==> config.mk <==
export PLATFORM = sky130hd
export DESIGN_NAME = stv_io_ports_gen
export DESIGN_NICKNAME = d
export VERILOG_FILES = /design/src/rtl/stv_io_ports_gen.sv
export SDC_FILE = /design/constraint.sdc
export NUM_CORES = 1
export LEC_CHECK = 0
export CORE_AREA = 2 2 247 249
export CTS_BUF_LIST = sky130_fd_sc_hd__clkbuf_8
export DETAILED_ROUTE_END_ITERATION = 6
export DIE_AREA = 0 0 249 251
export HOLD_SLACK_MARGIN = 0.08
export PLACE_DENSITY = 0.6
export SYNTH_ARGS = -nofsm -noshare
export SYNTH_HDL_FRONTEND = slang
export SYNTH_SLANG_ARGS = --single-unit
==> constraint.sdc <==
create_clock -name CLK -period 3 [get_ports CLK]
set_input_delay 0.3 -clock CLK [delete_from_list [all_inputs] [get_ports CLK]]
set_output_delay 0.3 -clock CLK [all_outputs]
set_load 0.01 [all_outputs]
==> src/rtl/stv_io_ports_gen.sv <==
// stv_io_ports_gen: second-generation ST-V I/O port block.
// Byte-wide CS_N/RW_N register interface in front of up to 8 bidirectional
// ports, with synchronised and debounced pins, clear-on-read saturating coin
// counters and retriggerable coin-meter pulses.
module stv_io_ports_gen #(
  parameter int NUM_PORTS = 7,
  parameter int NUM_COIN  = 2,
  parameter int DEB_CYC   = 4,
  parameter int METER_LEN = 1024
) (
  input  logic                   CLK,
  input  logic                   RST,
  input  logic                   CE_R,
  input  logic [5:0]             A,
  input  logic [7:0]             DI,
  output logic [7:0]             DO,
  input  logic                   CS_N,
  input  logic                   RW_N,
  input  logic [8*NUM_PORTS-1:0] PIN_IN,
  output logic [8*NUM_PORTS-1:0] PIN_OUT,
  output logic [NUM_PORTS-1:0]   PIN_OE,
  input  logic [NUM_COIN-1:0]    COIN_N,
  output logic [NUM_COIN-1:0]    COIN_METER
);

  localparam int PB = 8 * NUM_PORTS;
  localparam int NB = PB + NUM_COIN;

  // Register addresses are {A,1'b1}, so decode is done on A alone.
  localparam logic [5:0]  A_DIR    = 6'd8;   // 0x11
  localparam logic [5:0]  A_COIN0  = 6'd9;   // 0x13
  localparam logic [5:0]  A_METER  = 6'd13;  // 0x1B
  localparam logic [15:0] METER_TC = 16'(METER_LEN);

  logic                rw_n_old;
  logic                cs_n_old;
  logic                wr_stb;
  logic                rd_stb;

  logic [NB-1:0]       raw;
  logic [NB-1:0]       sync1;
  logic [NB-1:0]       sync2;
  logic [NB-1:0]       deb;
  logic [PB-1:0]       deb_pin;
  logic [NUM_COIN-1:0] deb_coin;
  logic [NUM_COIN-1:0] coin_deb_d;
  logic [NUM_COIN-1:0] coin_fall;

  logic [7:0]          out_q     [NUM_PORTS];
  logic [7:0]          dir_q;
  logic [7:0]          coin_cnt  [NUM_COIN];
  logic [15:0]         meter_cnt [NUM_COIN];
  logic [7:0]          rd_val;

  // Bus strobes: write on RW_N falling while selected, read on CS_N falling while reading.
  always_ff @(posedge CLK) begin
    if (RST) begin
      rw_n_old <= 1'b1;
      cs_n_old <= 1'b1;
    end else begin
      rw_n_old <= RW_N;
      cs_n_old <= CS_N;
    end
  end

  assign wr_stb = rw_n_old & ~RW_N & ~CS_N;
  assign rd_stb = cs_n_old & ~CS_N & RW_N;

  assign raw = {COIN_N, PIN_IN};

  // Two-flop synchroniser on every pin and coin switch.
  always_ff @(posedge CLK) begin
    if (RST) begin
      sync1 <= '1;
      sync2 <= '1;
    end else begin
      sync1 <= raw;
      sync2 <= sync1;
    end
  end

  generate
    if (DEB_CYC == 0) begin : g_deb_bypass
      assign deb = sync2;
    end else begin : g_deb
      localparam logic [3:0] DEB_TC = 4'(DEB_CYC);
      logic [3:0]    deb_cnt [NB];
      logic [NB-1:0] deb_q;

      // Per-bit debounce: accept a new level after DEB_CYC ticks of disagreement.
      always_ff @(posedge CLK) begin
        if (RST) begin
          deb_q <= '1;
          for (int b = 0; b < NB; b++) deb_cnt[b] <= 4'd0;
        end else begin
          for (int b = 0; b < NB; b++) begin
            if (sync2[b] == deb_q[b]) begin
              deb_cnt[b] <= 4'd0;
            end else if (CE_R) begin
              if (deb_cnt[b] + 4'd1 == DEB_TC) begin
                deb_q[b]   <= sync2[b];
                deb_cnt[b] <= 4'd0;
              end else begin
                deb_cnt[b] <= deb_cnt[b] + 4'd1;
              end
            end
          end
        end
      end

      assign deb = deb_q;
    end
  endgenerate

  assign deb_pin   = deb[PB-1:0];
  assign deb_coin  = deb[NB-1:PB];
  assign coin_fall = coin_deb_d & ~deb_coin;

  // Read mux; anything not backed by a readable register returns FF.
  always_comb begin
    rd_val = 8'hFF;
    for (int i = 0; i < NUM_PORTS; i++) begin
      if (A == 6'(i)) rd_val = deb_pin[8*i +: 8] & (out_q[i] | {8{dir_q[i]}});
    end
    if (A == A_DIR) rd_val = dir_q;
    for (int k = 0; k < NUM_COIN; k++) begin
      if (A == A_COIN0 + 6'(k)) rd_val = coin_cnt[k];
    end
  end

  // Port output latches, direction register and read data.
  always_ff @(posedge CLK) begin
    if (RST) begin
      for (int i = 0; i < NUM_PORTS; i++) out_q[i] <= 8'hFF;
      dir_q <= 8'hFF;
      DO    <= 8'h00;
    end else begin
      if (wr_stb) begin
        for (int i = 0; i < NUM_PORTS; i++) begin
          if (A == 6'(i)) out_q[i] <= DI;
        end
        if (A == A_DIR) dir_q <= DI;
      end
      if (rd_stb) DO <= rd_val;
    end
  end

  // Coin counters: count debounced falling edges, saturate, clear on read.
  always_ff @(posedge CLK) begin
    if (RST) begin
      coin_deb_d <= '1;
      for (int k = 0; k < NUM_COIN; k++) coin_cnt[k] <= 8'h00;
    end else begin
      coin_deb_d <= deb_coin;
      for (int k = 0; k < NUM_COIN; k++) begin
        if (rd_stb && (A == A_COIN0 + 6'(k))) begin
          // An edge landing on the clearing read is kept, not lost.
          coin_cnt[k] <= {7'd0, coin_fall[k]};
        end else if (coin_fall[k] && (coin_cnt[k] != 8'hFF)) begin
          coin_cnt[k] <= coin_cnt[k] + 8'd1;
        end
      end
    end
  end

  // Coin-meter down-counters; a write reloads (retriggers) the pulse.
  always_ff @(posedge CLK) begin
    if (RST) begin
      for (int k = 0; k < NUM_COIN; k++) meter_cnt[k] <= 16'd0;
    end else begin
      for (int k = 0; k < NUM_COIN; k++) begin
        if (wr_stb && (A == A_METER) && DI[k]) begin
          meter_cnt[k] <= METER_TC;
        end else if (meter_cnt[k] != 16'd0) begin
          meter_cnt[k] <= meter_cnt[k] - 16'd1;
        end
      end
    end
  end

  // Output packing.
  always_comb begin
    PIN_OUT    = '0;
    PIN_OE     = '0;
    COIN_METER = '0;
    for (int i = 0; i < NUM_PORTS; i++) begin
      PIN_OUT[8*i +: 8] = out_q[i];
      PIN_OE[i]         = ~dir_q[i];
    end
    for (int k = 0; k < NUM_COIN; k++) COIN_METER[k] = (meter_cnt[k] != 16'd0);
  end

endmodule

==> results by group <==
Pwr
  – Worst ir drop on vdd: 0.000501 V
  – P_leak: 10.7 nW
  – Pwr/cell area: 591 mW/mm^2
  – Pwr Total: 0.0166 W

Setup path
  – Reg-to-reg critical path startpoint: meter_cnt[0][2]
  – Crit path arrival time: 2.52 ns
  – Crit end category: primary output
  – Crit path from: meter_cnt[1][0]
  – Crit path launch type: flip-flop
  – Worst R2R Path Depth: 4
  – Critical path type: flip-flop to primary output
  – Worst R2R Setup Slack: 0.59 ns
  – Reg-to-reg endpoint: meter_cnt[0][15]
  – CP endpoint: COIN_METER[1]
  – Worst path required time: 2.70 ns
  – Worst Path Max Fanout: 6

Floorplan
  – Chip Height: 251 um
  – Initial Util: 39.6%
  – Core area: 0.0598 mm^2
  – Rows: 90
  – Die area: 0.0625 mm^2
  – I/O Pins: 150
  – Die width: 249 um

Logic synthesis
  – Asr flop ratio synth: 0%
  – Post-synthesis cell area: 0.0237 mm^2
  – Ys Warns: 0
  – Area leader, netlist: edfxtp_1
  – Ys flop type: edfxtp_1
  – Yosys reg bits: 530
  – Avg Cell Area, Syn: 10.8 um^2
  – EDFF count, synth: 336
  – Commonest cells post-synth: nor2_1 (355), edfxtp_1 (336), nand2_1 (247), dfxtp_1 (194), nand3_1 (155)
  – Syn_nets: 2335
  – Synth unique cells: 60
  – Seq/Total Area, Yosys: 59.0%
  – Top-count cell post-synth: nor2_1
  – Top-area cell type share of the netlist area: 42.6%
  – Ranking of synthesized cells by area: edfxtp_1 (43%), dfxtp_1 (16%), nor2_1 (5.6%)
  – Gate Count Post-Synth: 2195

Clock tree
  – Worst-Skew Late Latency: 0.67 ns
  – H-Tree Depth: 3
  – Clock sinks: 530
  – CTS Buf Count: 93
  – CTS tree: built
  – CTS root buf: clkbuf_8
  – Hold Buf Count CTS: 0
  – Clk buf depth: 3
  – Worst-path clk slew: 0.06 ns

GRT
  – Initial antenna violation count: 4
  – GRT Overall Usage: 18.9%
  – Number of global-route vias before repair: 16600
  – Largest net degree at the start of global routing: 48
  – First-pass GRT wire length: 91700 um
  – Grt total ovfl: 0

Worst hold path
  – Min-delay worst type: primary input to flip-flop

Detailed routing
  – Initial drt markers: 980
  – # DRC: 0
  – Avg WL per Cell: 18.1 um
  – Initial DRT Pass Iterations: 5
  – Via count: 16600
  – Post-route ant nets: 0
  – Total wire length: 59200 um
  – Vias per cell: 5.08

Timing
  – Max Fclk: 0.355 GHz
  – Crit share post-route: 94.0%
  – Slew @ Worst Pin: 1.12 ns
  – Max-Slew Margin vs Limit: 25.0%
  – Min Tclk post-route: 2.82 ns
  – Hold WS: 0.182 ns
  – Total Negative Setup Slacks: 0 ns
  – Final worst slack: 0.180 ns
  – Setup-failing EPs final: 0
  – RSZ-0062 raised after global routing: no
  – Max Slew Vio Count: 0
  – Setup Skew: 0.0275 ns
  – Fin. Hold Viols: 0

Final layout
  – Diodes inserted: 0
  – Layout cell share with drive strength beyond 1: 12.8%
  – Fillers: 5510
  – Area delta synth->final: 18.8%
  – Final-stage net count: 2555

Flow run
  – Max cap viols: 0

Outcome
  – Outcome: finished, final reports clean

Placement
  – RD Place Congestion: 0.886
  – Dpl ws: 0.261 ns
  – HPWL Detailed: 42000 um
  – # port buffers: 149
==> metal layers <==
metal,up-vias,global-route usage [%],wire (um)
met5,-,0,49
met4,8,6.94,1750
met3,108,5.95,4760
met2,481,29.0,26000
met1,7967,25.2,26600
li1,8076,-,-
==> worst max-delay path: stages, from the launching register on <==
cell and delay (ns):
edfxtp_1 0.43, inv_1 0.09, ha_1 0.21, nor2b_4 0.19, nand2_2 0.10, or4_1 0.54
dlygate4sd2_1 0.31
==> cell usage in the layout, fill, tap and decap left out, drive strengths merged, types with 17 or more instances in the layout <==
cell and count:
or3 21, nand4 17, inv 128, buf 49
xnor2 72, nor2 355, clkbuf 116, o211ai 30
ha 63, mux2i 57, dfxtp 194, edfxtp 336
nand2 247, xor2 133, clkdlybuf4s50 146, o21ai 36
a21oi 18, a21o 51, nand3 155, or2 126
==> through the flow <==
step / utilization [%] / instances / instance area, um^2
2_1_floorplan: - / 2195 / 23700
6_report: 47.0 / 3275 / 28100
5_1_grt: 47.0 / 3275 / 28100
3_3_place_gp: 43.9 / 3101 / 26200
4_1_cts: 47.0 / 3275 / 28100
3_5_place_dp: 43.9 / 3101 / 26200
==> cell type report <==
type | instances | area [um^2] | area share, %
Multi-Input combinational cell | 1511 | 9130 | 32.5
Timing Repair Buffer | 196 | 1860 | 6.62
Clock buffer | 116 | 1600 | 5.68
Inverter | 83 | 312 | 1.11
Tap cell | 782 | 978 | 3.48
Sequential cell | 530 | 14000 | 49.7
Clock inverter | 57 | 267 | 0.948
==> registers in the layout, indices dropped and copies added, names as in the netlist <==
register / count
dir_q: 8
deb: 58
sync1: 58
meter_cnt: 32
coin_cnt: 16
g_deb.deb_cnt: 232
coin_deb_d: 2
sync2: 58
out_q: 56
DO: 8
cs_n_old: 1
rw_n_old: 1
==> where the power goes <==
part	internal, W	total [W]	switching, W
combinational	0.000731	0.00165	0.000923
sequential	0.00812	0.00842	0.000294
clock	0.00357	0.00655	0.00298
total	0.0124	0.0166	0.00420
==> worst min-delay path by stage <==
stage / start / to / slack [ns] / cells after the start
final: PIN_IN[26] / sync1[26] / 0.18 / 2
after global routing: PIN_IN[17] / sync1[17] / 0.14 / 2
after CTS: PIN_IN[17] / sync1[17] / 0.12 / 2
after detailed placement: sync1[13] / sync2[13] / 0.39 / 1
after global placement: sync1[56] / sync2[56] / 0.40 / 1
after floorplan: sync1[0] / sync2[0] / 0.39 / 1
==> logic make-up (layout without fill, tap and decap cells) <==
logic type | count (synthesis) | after routing | synth area share (%)
xor+xnor | 205 | 205 | 7.59
simple gates | 997 | 997 | 19.5
flops | 530 | 530 | 59.0
fa+ha+maj | 63 | 63 | 3.33
buf+inv | 154 | 452 | 2.48
mux | 57 | 57 | 2.41
compound gates | 189 | 189 | 5.62
==> what timing repair did <==
item	CTS	global route
buffers inserted	1	0
setup endpoints to repair	1	1
gates resized for setup	4	0
pin swaps	0	1
(Power assumes the default switching activity.)
